==> config.mk <==
export PLATFORM = sky130hd
export DESIGN_NAME = mem_read_arbiter
export DESIGN_NICKNAME = d
export VERILOG_FILES = /design/src/rtl/mem_read_arbiter.sv
export SDC_FILE = /design/constraint.sdc
export NUM_CORES = 1
export LEC_CHECK = 0
export BUFFER_PORTS_ARGS = -buffer_cell sky130_fd_sc_hd__buf_2
export CORE_AREA = 2 2 156 158
export CTS_CLUSTER_DIAMETER = 120
export DETAILED_ROUTE_END_ITERATION = 7
export DIE_AREA = 0 0 158 160
export SETUP_SLACK_MARGIN = 0.05
export SLEW_MARGIN = 20
export SYNTH_ARGS = -nofsm -noshare
export SYNTH_HDL_FRONTEND = slang
export SYNTH_SLANG_ARGS = --single-unit
export TNS_END_PERCENT = 30
==> constraint.sdc <==
create_clock -name clk -period 5.8 [get_ports clk]
set_input_delay 1.16 -clock clk [delete_from_list [all_inputs] [get_ports clk]]
set_output_delay 1.16 -clock clk [all_outputs]
set_load 0.02 [all_outputs]
==> src/rtl/mem_read_arbiter.sv <==
// Round-robin arbiter that shares a dual-address, single-read-enable memory reader between
// NUM_REQ requesters. Define MEM_READ_ARB_MERGE_EN to also serve same-address requests on port 1.
module mem_read_arbiter #(
  parameter int NUM_REQ = 4,
  parameter int AW      = 32,
  parameter int DW      = 32
) (
  input  logic                  clk,
  input  logic                  rst,
  input  logic [NUM_REQ-1:0]    req_valid,
  input  logic [NUM_REQ*AW-1:0] req_addr,
  output logic [NUM_REQ-1:0]    req_ready,
  output logic [NUM_REQ-1:0]    rsp_valid,
  output logic [NUM_REQ*DW-1:0] rsp_data,
  output logic                  mem_rden,
  output logic [AW-1:0]         mem_addr1,
  output logic [AW-1:0]         mem_addr2,
  input  logic [DW-1:0]         mem_dout1,
  input  logic [DW-1:0]         mem_dout2
);

  localparam int PW = $clog2(NUM_REQ);

  logic [PW-1:0]      rr_ptr;
  logic [PW-1:0]      rr_ptr_nxt;
  logic [AW-1:0]      addr_arr [NUM_REQ];

  logic               found_a;
  logic               found_b;
  logic [PW-1:0]      id_a;
  logic [PW-1:0]      id_b;
  logic [PW-1:0]      last_id;
  logic [PW-1:0]      idx;
  logic [NUM_REQ-1:0] grant1;
  logic [NUM_REQ-1:0] grant2;

  // Per-port owner masks for the read issued in the previous cycle.
  logic [NUM_REQ-1:0] own1;
  logic [NUM_REQ-1:0] own2;

  always_comb begin
    for (int unsigned i = 0; i < NUM_REQ; i++) begin
      addr_arr[i] = req_addr[i*AW +: AW];
    end
  end

  // Scan in round-robin order from rr_ptr; last_id ends at the latest-scanned grant.
  always_comb begin
    found_a = 1'b0;
    found_b = 1'b0;
    id_a    = '0;
    id_b    = '0;
    last_id = '0;
    idx     = '0;
    grant1  = '0;
    grant2  = '0;
    for (int unsigned k = 0; k < NUM_REQ; k++) begin
      idx = PW'((32'(rr_ptr) + k) % NUM_REQ);
      if (req_valid[idx]) begin
        if (!found_a) begin
          found_a      = 1'b1;
          id_a         = idx;
          last_id      = idx;
          grant1[idx]  = 1'b1;
        end
`ifdef MEM_READ_ARB_MERGE_EN
        else if (addr_arr[idx] == addr_arr[id_a]) begin
          grant1[idx]  = 1'b1;
          last_id      = idx;
        end
`endif
        else if (!found_b) begin
          found_b      = 1'b1;
          id_b         = idx;
          last_id      = idx;
          grant2[idx]  = 1'b1;
        end
      end
    end
  end

  always_comb begin
    req_ready = '0;
    mem_rden  = 1'b0;
    mem_addr1 = '0;
    mem_addr2 = '0;
    if (!rst) begin
      req_ready = grant1 | grant2;
      mem_rden  = found_a;
      if (found_a) mem_addr1 = addr_arr[id_a];
      if (found_b) mem_addr2 = addr_arr[id_b];
    end
  end

  always_comb begin
    rr_ptr_nxt = last_id + 1'b1;
    if (last_id == PW'(NUM_REQ-1)) rr_ptr_nxt = '0;
  end

  always_ff @(posedge clk) begin
    if (rst) begin
      rr_ptr <= '0;
    end else if (found_a) begin
      rr_ptr <= rr_ptr_nxt;
    end
  end

`ifdef MEM_READ_ARB_MERGE_EN
  logic [NUM_REQ-1:0] s_mask1;
  logic [NUM_REQ-1:0] s_mask2;

  always_ff @(posedge clk) begin
    if (rst) begin
      s_mask1 <= '0;
      s_mask2 <= '0;
    end else begin
      s_mask1 <= grant1;
      s_mask2 <= grant2;
    end
  end

  always_comb begin
    own1 = s_mask1;
    own2 = s_mask2;
  end
`else
  logic          s_valid1;
  logic          s_valid2;
  logic [PW-1:0] s_id1;
  logic [PW-1:0] s_id2;

  always_ff @(posedge clk) begin
    if (rst) begin
      s_valid1 <= 1'b0;
      s_valid2 <= 1'b0;
      s_id1    <= '0;
      s_id2    <= '0;
    end else begin
      s_valid1 <= found_a;
      s_valid2 <= found_b;
      s_id1    <= id_a;
      s_id2    <= id_b;
    end
  end

  always_comb begin
    own1 = '0;
    own2 = '0;
    if (s_valid1) own1[s_id1] = 1'b1;
    if (s_valid2) own2[s_id2] = 1'b1;
  end
`endif

  // Responses are dropped combinationally while reset is held.
  always_comb begin
    rsp_valid = '0;
    rsp_data  = '0;
    if (!rst) begin
      for (int unsigned i = 0; i < NUM_REQ; i++) begin
        rsp_valid[i] = own1[i] | own2[i];
        if (own1[i]) begin
          rsp_data[i*DW +: DW] = mem_dout1;
        end else if (own2[i]) begin
          rsp_data[i*DW +: DW] = mem_dout2;
        end
      end
    end
  end

endmodule

After elaboration in Yosys (flattened, before gate mapping)
Cells that the tools add are included.
{"block": "classes", "n_reduce_logical": 6, "n_div": 0, "n_addsub": 4, "n_shift": 0, "n_eq_ne": 1, "bitwise_logic": 12, "mux": 92, "mul": 0, "magnitude_cmp": 14}
{"operator": "32-bit 2-to-1 mux", "count": 16}
{"operator": "32-bit binary-select mux with 2-bit select", "count": 2}
{"operator": "128-bit 2-to-1 mux", "count": 1}
{"operator": "4-bit 2-to-1 mux", "count": 19}
{"operator": "2-bit 2-to-1 mux", "count": 23}
{"operator": "4-bit OR", "count": 6}
{"operator": "1-bit 2-to-1 mux", "count": 21}
{"operator": "2-bit by 3-bit less-than comparator with 1-bit output (second input constant)", "count": 6}
{"operator": "1-bit demux with 2-bit select", "count": 6}
{"operator": "2-bit by 1-bit greater-or-equal comparator with 1-bit output (second input constant)", "count": 6}
{"operator": "1-bit binary-select mux with 2-bit select", "count": 4}
{"operator": "3-bit greater-or-equal comparator (second input constant)", "count": 2}
{"operator": "1-bit logical AND", "count": 6}
{"operator": "2-bit inverter with 3-bit output", "count": 2}
{"operator": "2-bit by 1-bit adder with 2-bit output (second input constant)", "count": 2}
{"operator": "2-bit adder (second input constant)", "count": 2}
{"operator": "1-bit OR", "count": 4}
{"operator": "2-bit == test (second input constant)", "count": 1}
{"block": "totals", "latchBits": 0, "input_bits": 198, "mem_count": 0, "mem_bits_rw": 0, "out_inout_bits": 201, "mem_bits_ro": 0, "regBits": 8, "word_cells": 134}

Longest topological paths before layout
Gate-level depths: netlist of the first run.
{"block": "logic_depth", "depth_word": 17, "mapped_depth": 15, "mapped_depth_nobuf": 10}

Worst setup path before layout of the first run
No wires, ideal clock.
{"block": "synth_timing", "kind": "input port to output port", "start": "input req_valid[3]", "end": "output mem_addr2[14]", "arrival_ps": 3448, "path_stages": 13, "path_slack_ps": 1192, "required_time_ps": 4640, "n_path_buf": 3, "path_cell_list": "buf_2 > mux2_4 > mux2i_4 > inv_2 > ha_1 > inv_1 > a2111oi_0 > a311oi_1 > a31oi_1 > buf_4 > buf_4 > mux2i_1 > o22ai_1"}
{"block": "synth_between", "elab_chain_len": 17, "elab_cells_between_ends": 31, "classes_between": "30 x mux; 1 x bitwise"}
{"item": "from (decl)", "line": "10", "rtl": "input logic [NUM_REQ-1:0] req_valid,"}
{"item": "1-bit binary-select mux with 2-bit select", "line": "59", "rtl": "if (req_valid[idx]) begin"}
{"item": "1-bit 2-to-1 mux (implied by the code)", "line": "59"}
{"item": "1-bit 2-to-1 mux", "line": "59"}
{"item": "2-bit 2-to-1 mux or 1-bit 2-to-1 mux (tied branches)", "line": "60", "rtl": "if (!found_a) begin"}
{"item": "2-bit 2-to-1 mux or 1-bit 2-to-1 mux (tied branches)", "line": "59"}
{"item": "2-bit 2-to-1 mux", "line": "72", "rtl": "else if (!found_b) begin"}
{"item": "2-bit 2-to-1 mux", "line": "60"}
{"item": "2-bit 2-to-1 mux", "line": "59"}
{"item": "2-bit 2-to-1 mux", "line": "72"}
{"item": "2-bit 2-to-1 mux", "line": "60"}
{"item": "2-bit 2-to-1 mux", "line": "59"}
{"item": "2-bit inverter with 3-bit output (implied by the code)", "line": "91", "rtl": "if (found_b) mem_addr2 = addr_arr[id_b];"}
{"item": "32-bit binary-select mux with 2-bit select", "line": "91"}
{"item": "32-bit 2-to-1 mux (implied by the code) (2 in series)", "line": "91"}
{"item": "32-bit 2-to-1 mux *", "line": "91"}
{"item": "32-bit 2-to-1 mux *", "line": "87", "rtl": "if (!rst) begin"}
{"item": "to (decl)", "line": "17", "rtl": "output logic [AW-1:0] mem_addr2,"}
Every way passes the cells marked *; elsewhere a longest branch is shown, timed or not. The select of a mux whose other input is x is not followed.

Worst setup path after layout of the first run
{"block": "layout_timing", "start": "input req_valid[2]", "end": "output mem_addr2[13]"}
The elaborated chain is that of the path after synthesis.

==> results of run 1 <==
critical path, delay by kind of cell:
| kind | cells | cell delay [ns] |
|---|---|---|
| buffers and inverters | 5 | 1.02 |
| adder cells (fa/ha/maj) | 1 | 0.19 |
| multiplexers | 3 | 0.61 |
| AO/OA/AOI/OAI | 4 | 1.22 |
cell usage in the layout, fill, tap and decap left out, types with 4 or more instances in the layout:
| cell | Yosys | layout |
|---|---|---|
| buf_2 | 11 | 398 |
| a21oi_1 | 142 | 142 |
| o21ai_0 | 10 | 10 |
| nand2_1 | 278 | 278 |
| mux2i_1 | 133 | 133 |
| ha_1 | 10 | 10 |
| o22ai_1 | 66 | 66 |
| nor2_1 | 15 | 13 |
| nor2b_1 | 7 | 7 |
| diode_2 | 0 | 4 |
| inv_2 | 4 | 4 |
| and3_1 | 4 | 4 |
| a222oi_1 | 4 | 4 |
| nand3_1 | 4 | 4 |
| dfxtp_1 | 8 | 8 |
| inv_1 | 11 | 11 |
| buf_4 | 6 | 25 |
synth_stat cells, types with 4 or more instances:
| cell type | instances |
|---|---|
| nand2_1 | 278 |
| a21oi_1 | 142 |
| mux2i_1 | 133 |
| o22ai_1 | 66 |
| clkbuf_1 | 50 |
| nor2_1 | 15 |
| buf_6 | 12 |
| buf_2 | 11 |
| inv_1 | 11 |
| ha_1 | 10 |
| o21ai_0 | 10 |
| buf_1 | 8 |
| dfxtp_1 | 8 |
| nor2b_1 | 7 |
| buf_4 | 6 |
| a222oi_1 | 4 |
| and3_1 | 4 |
| inv_2 | 4 |
| nand3_1 | 4 |
layout make-up:
type / count / area (um^2) / share of cell area
diodes: 4 / 10.0 / 0.00134
clock buffers: 3 / 75.1 / 0.0100
inverters: 15 / 56.3 / 0.00751
multi-input cells: 744 / 4550 / 0.607
flip-flops and latches: 8 / 160 / 0.0214
well taps: 324 / 405 / 0.0541
repair buffers: 426 / 2240 / 0.299
flip-flops by register name (all words and copies together), names as in the netlist:
signal	flops
s_id1	2
s_valid2	1
s_id2	2
s_valid1	1
rr_ptr	2
metal layers:
layer / part of all wire / vias to the layer above / track usage
met5: 0 / - / 0
li1: - / 3719 / -
met4: 0.021 / 0 / 0.0635
met1: 0.40 / 3657 / 0.256
met2: 0.49 / 447 / 0.377
met3: 0.087 / 35 / 0.0282
kinds of logic (layout without fill, tap and decap cells):
| group | Yosys count | in the layout | synth area share |
|---|---|---|---|
| other cells | 0 | 4 | 0 |
| buf+inv | 102 | 444 | 0.0984 |
| flops | 8 | 8 | 0.0310 |
| mux | 141 | 141 | 0.283 |
| fa+ha+maj | 11 | 11 | 0.0261 |
| simple gates | 334 | 334 | 0.263 |
| xor+xnor | 4 | 4 | 0.00677 |
| compound gates | 254 | 254 | 0.292 |
report_power, final:
part	switching [mW]	total, mW	leakage (nW)	internal, mW
logic	2.27	3.76	4.06	1.49
clock network	0.0274	0.116	0.0370	0.0889
registers	0.0351	0.112	0.0666	0.0764
worst min-delay path by stage:
stage	start	endpoint	slack, ns	cells after the start
2_1_floorplan	rr_ptr[1]	rr_ptr[1]	0.74	3
3_3_place_gp	rr_ptr[1]	rr_ptr[1]	0.73	3
3_5_place_dp	rr_ptr[1]	rr_ptr[1]	0.73	3
4_1_cts	rr_ptr[1]	rr_ptr[1]	0.74	3
5_1_grt	rr_ptr[1]	rr_ptr[1]	0.77	3
6_report	rr_ptr[1]	rr_ptr[1]	0.73	3
through the flow:
stage | hold WS, ns | setup WS, ns | area [um^2] | std cells | power [mW]
6_report | 0.732 | 0.432 | 7500 | 1524 | 3.99
3_3_place_gp | 0.726 | 0.563 | 7410 | 1517 | 3.83
5_1_grt | 0.774 | 0.263 | 7500 | 1524 | 4.28
4_1_cts | 0.738 | 0.460 | 7480 | 1520 | 3.99
3_5_place_dp | 0.731 | 0.469 | 7410 | 1517 | 3.86
2_1_floorplan | 0.738 | 1.19 | 5170 | 854 | 2.93
==> flow_metrics.py, run 1 <==
metrics = {
    "status": {
        "status": "finished, final reports clean",
    },
    "synth": {
        "synthesis.area_um2": 5170,
        "synth_area_leaders": "mux2i_1 (26%), nand2_1 (20%), a21oi_1 (14%)",
        "yosysSeqAreaShare": 0.0310,
        "avgSynthCellArea_um2": 6.06,
        "synth_seq_cells": 8,
        "syn-num-nets": 1062,
        "ys_types": 62,
        "postSynthCellCount": 854,
        "synthArstFlopShare": 0,
        "yosys_warnings": 0,
        "yosysTopAreaCell": "mux2i_1",
        "synth_flop_cell": "dfxtp_1",
        "synth_top_area_frac": 0.257,
        "synth_edf_count": 0,
    },
    "die": {
        "core_area_um2": 23800,
        "die_x_um": 158,
        "die_h_um": 160,
        "std_cell_rows": 57,
        "io_pins": 399,
        "start_util": 0.217,
        "die_area_um2": 25300,
    },
    "clock_tree": {
        "cts_hold_buf": 0,
        "cts_root_buffer": "clkbuf_16",
        "cts_setup_buffers": 0,
        "insertion_delay_ns": 0.23,
        "cts_buffers": 3,
        "cts_htree_levels": 1,
        "ctsResizeCount": 0,
        "cts_buffer_depth": 2,
        "cts_tree": "done",
        "cts_num_sinks": 8,
        "clk_pin_slew_ns": 0.04,
    },
    "timing": {
        "final.setup.tns_ns": 0,
        "fin_crit_ns": 5.37,
        "setup-violations-final": 0,
        "finalMaxSlewViolations": 0,
        "grt_setup_unrepaired": "no",
        "skew_ns": 0.000496,
        "max_freq_mhz": 186,
        "max-slew-margin-rel": 0.238,
        "finalHoldViolCount": 0,
        "period_share": 0.926,
        "worstMarginPinSlew_ns": 1.14,
    },
    "setup_path": {
        "critPathRequiredTime_ns": 4.64,
        "crit_slowest_cell": "a31oi_4",
        "criticalPathCategory": "in -> out",
        "cp-end-kind": "primary output",
        "cp_max_fo": 25,
        "path_cells": "buf_2 > mux2_4 > mux2i_4 > inv_2 > ha_1 > inv_1 > a2111oi_0 > a311oi_1 > a31oi_4 > buf_4 > mux2i_1 > o22ai_1 > buf_2",
        "reg2reg_slack_ns": 2.47,
        "cpMostUsedCell": "buf_2",
        "critPathLaunchType": "primary input",
        "worstReg2RegStart": "rr_ptr[0]",
        "max_stage_delay_ns": 0.59,
        "arrival_ns": 4.21,
        "r2r_end": "rr_ptr[1]",
        "startpoint": "req_valid[2]",
        "endpoint": "mem_addr2[13]",
        "reg2reg_depth": 9,
    },
    "placed_design": {
        "dpl.hpwl_mm": 21.2,
        "place_congestion": 0.892,
        "port-buffer-count": 398,
    },
    "layout": {
        "nFillCells": 2719,
        "final_core_util": 0.315,
        "finalNetCount": 1406,
        "synthToLayoutAreaGrowth_pct": 44.9,
        "drive_gt1_frac": 0.382,
    },
    "route": {
        "drcViolationCount": 0,
        "wirelength_mm": 28.4,
        "drt_iter0_markers": 694,
        "antenna_left": 0,
        "drt-pass1-iter-count": 5,
        "viasPerCell": 5.16,
        "num_vias": 7858,
        "wire_per_inst_um": 18.6,
    },
    "worst_hold_path": {
        "hold_path_class": "reg -> reg",
    },
    "grt": {
        "grt_antenna_before_repair": 6,
        "grt_pass1_vias": 7278,
        "grt_max_degree": 66,
        "overflow": 0,
        "grt_pass1_wl_mm": 42.0,
        "grt_usage": 0.210,
    },
    "power_and_ir_drop": {
        "peakVddDrop_mv": 0.471,
        "power.density_nw_per_um2": 533,
        "power.leakage_nw": 4.17,
    },
    "job": {
        "maxCapViolCount": 0,
    },
}
Note: power is estimated with default switching activity, not from simulation.
==> run 2: changes to the inputs <==
--- a/config.mk
+++ b/config.mk
@@ -5,11 +5,12 @@
 export SDC_FILE = /design/constraint.sdc
 export NUM_CORES = 1
 export LEC_CHECK = 0
+export ABC_AREA = 1
 export BUFFER_PORTS_ARGS = -buffer_cell sky130_fd_sc_hd__buf_2
-export CORE_AREA = 2 2 156 158
+export CORE_AREA = 2 2 154 156
 export CTS_CLUSTER_DIAMETER = 120
 export DETAILED_ROUTE_END_ITERATION = 7
-export DIE_AREA = 0 0 158 160
+export DIE_AREA = 0 0 156 158
 export SETUP_SLACK_MARGIN = 0.05
 export SLEW_MARGIN = 20
 export SYNTH_ARGS = -nofsm -noshare
==> flow_metrics.py, run 2 <==
metrics = {
    "status": {
        "status": "finished, final reports clean",
    },
    "layout": {
        "fin_area_um2": 7820,
        "fin_cells": 1770,
        "finalNetCount": 1688,
        "final_cell_mix": "buf_2 (398), nor2_1 (262), nand2_1 (219), nand3_1 (177), a211oi_1 (128)",
        "synthToLayoutAreaGrowth_pct": 37.5,
        "final_core_util": 0.339,
        "nFillCells": 2668,
        "reg.largest.list": "rr_ptr: 2 flops, s_id1: 2 flops, s_id2: 2 flops",
        "layout_commonest_cell": "buf_2",
        "drive_gt1_frac": 0.313,
    },
    "power_and_ir_drop": {
        "clkPwrFrac": 0.019,
        "swShare": 0.694,
        "power_switching_mw": 4.05,
        "total_power_mw": 5.83,
        "pwr-share-comb": 0.965,
        "power.density_nw_per_um2": 745,
        "intPower_mw": 1.78,
        "seqPwrFrac": 0.016,
        "power.leakage_nw": 4.70,
        "peakVddDrop_mv": 0.506,
    },
    "route": {
        "drcViolationCount": 0,
        "wirelength_mm": 29.5,
        "num_vias": 9003,
        "drt-pass1-iter-count": 5,
        "wire_per_inst_um": 16.6,
        "antenna_left": 0,
        "drt_iter0_markers": 745,
        "viasPerCell": 5.09,
    },
    "placed_design": {
        "dpl_worst_slack_ns": 0.985,
        "port-buffer-count": 398,
        "placed_area_um2": 7740,
        "dpl.hpwl_mm": 21.8,
        "place_congestion": 0.877,
        "dp_cells": 1765,
    },
    "synth": {
        "synthTopCellsByCount": "nor2_1 (262), nand2_1 (222), nand3_1 (178)",
        "synthesis.area_um2": 5690,
        "yosysSeqAreaShare": 0.0282,
        "synth_seq_cells": 8,
        "avgSynthCellArea_um2": 4.93,
        "synth_top_area_frac": 0.173,
        "postSynthCellCount": 1153,
        "synthArstFlopShare": 0,
        "synth_edf_count": 0,
        "synth_area_leaders": "nor2_1 (17%), a211oi_1 (17%), nand3_1 (16%)",
        "synth_most_common_cell": "nor2_1",
        "ys_types": 29,
        "yosys_warnings": 0,
        "yosysTopAreaCell": "nor2_1",
        "syn-num-nets": 1361,
        "synth_flop_cell": "dfxtp_1",
    },
    "grt": {
        "grt_antenna_before_repair": 4,
        "grt_usage": 0.219,
        "overflow": 0,
        "grt_max_degree": 65,
        "grt_pass1_wl_mm": 42.9,
        "grt_pass1_vias": 7857,
    },
    "die": {
        "die_x_um": 156,
        "die_h_um": 158,
        "start_util": 0.247,
        "core_area_um2": 23100,
        "die_area_um2": 24600,
        "io_pins": 399,
        "std_cell_rows": 56,
    },
    "clock_tree": {
        "cts_root_buffer": "clkbuf_16",
        "cts_setup_buffers": 0,
        "insertion_delay_ns": 0.23,
        "clk_pin_slew_ns": 0.04,
        "cts_tree": "done",
        "ctsResizeCount": 0,
        "cts_buffer_depth": 2,
        "cts_buffers": 3,
        "cts_hold_buf": 0,
        "cts_htree_levels": 1,
        "cts_num_sinks": 8,
    },
    "timing": {
        "finalMaxSlewViolations": 0,
        "finalHoldViolCount": 0,
        "fin_crit_ns": 4.94,
        "fin_ws_ns": 0.861,
        "max-slew-margin-rel": 0.276,
        "grt_setup_unrepaired": "no",
        "final.setup.tns_ns": 0,
        "setup-violations-final": 0,
        "hold_ws_ns": 0.726,
        "worstMarginPinSlew_ns": 1.09,
        "skew_ns": 0.000708,
        "period_share": 0.852,
        "max_freq_mhz": 202,
    },
    "setup_path": {
        "cp-end-kind": "primary output",
        "critPathLaunchType": "flop",
        "criticalPathCategory": "reg -> out",
        "arrival_ns": 3.78,
        "cp_max_fo": 36,
        "critPathRequiredTime_ns": 4.64,
    },
    "worst_hold_path": {
        "hold_path_class": "reg -> reg",
    },
    "job": {
        "maxCapViolCount": 0,
    },
}
## run 2: cell count changes in the layout (fill, tap and decap cells not counted), moves of 109 or more
cell / previous run / this run
a211oi_1: 3 / 128
a21oi_1: 142 / 33
inv_1: 11 / 125
mux2i_1: 133 / 0
nand3_1: 4 / 177
nor2_1: 13 / 262
## run 2: cell families after synthesis
| group | count (synthesis) | synth area share |
|---|---|---|
| compound gates | 212 | 0.247 |
| buf+inv | 230 | 0.179 |
| simple gates | 693 | 0.523 |
| flops | 8 | 0.0282 |
| fa+ha+maj | 10 | 0.0220 |
## run 2: area by class of cell
cell class | count | area, um^2 | area share
diodes | 2 | 5.00 | 0.000640
clock buffers | 3 | 75.1 | 0.00960
inverters | 135 | 509 | 0.0651
multi-input cells | 915 | 4560 | 0.583
flip-flops and latches | 8 | 160 | 0.0205
well taps | 290 | 363 | 0.0464
repair buffers | 417 | 2150 | 0.275
## run 2: worst max-delay path, cell delays in order, from the launching register on
cell and delay (ns):
dfxtp_1 0.55, inv_1 0.24, ha_1 0.43, inv_2 0.18, nand3_4 0.12, nand2_8 0.13
nand2_4 0.10, nand2_1 0.11, nand2_1 0.06, nand3_1 0.08, nand2_2 0.36, nand2_2 0.18
buf_4 0.40, nand2_1 0.10, a21oi_1 0.25, nor2_1 0.08, buf_2 0.16
## run 2: metal layers
layer  share of wire  track usage  up-vias
li1                -            -     4443
met1            0.39        0.265     4036
met2            0.49        0.399      477
met3           0.092       0.0315       45
met4           0.022       0.0686        2
met5         0.00044            0        -
## run 2: power groups by stage
stage,Combinational [mW],Sequential (mW),Clock (mW)
3_5_place_dp,5.64,0.0945,0
2_1_floorplan,4.19,0.0934,0
4_1_cts,5.65,0.0938,0.114
6_report,5.62,0.0941,0.113
3_3_place_gp,5.63,0.0945,0
5_1_grt,6.20,0.0957,0.116
## run 2: final timing paths
check,endpoint,slack [ns],from,cells past startpoint
worst min register to register,rr_ptr[0],0.73,rr_ptr[0],3
worst max-delay path,mem_addr2[6],0.86,rr_ptr[1],16
worst max register to register,s_id2[0],2.66,rr_ptr[1],13
worst min-delay path,rr_ptr[0],0.73,rr_ptr[0],3
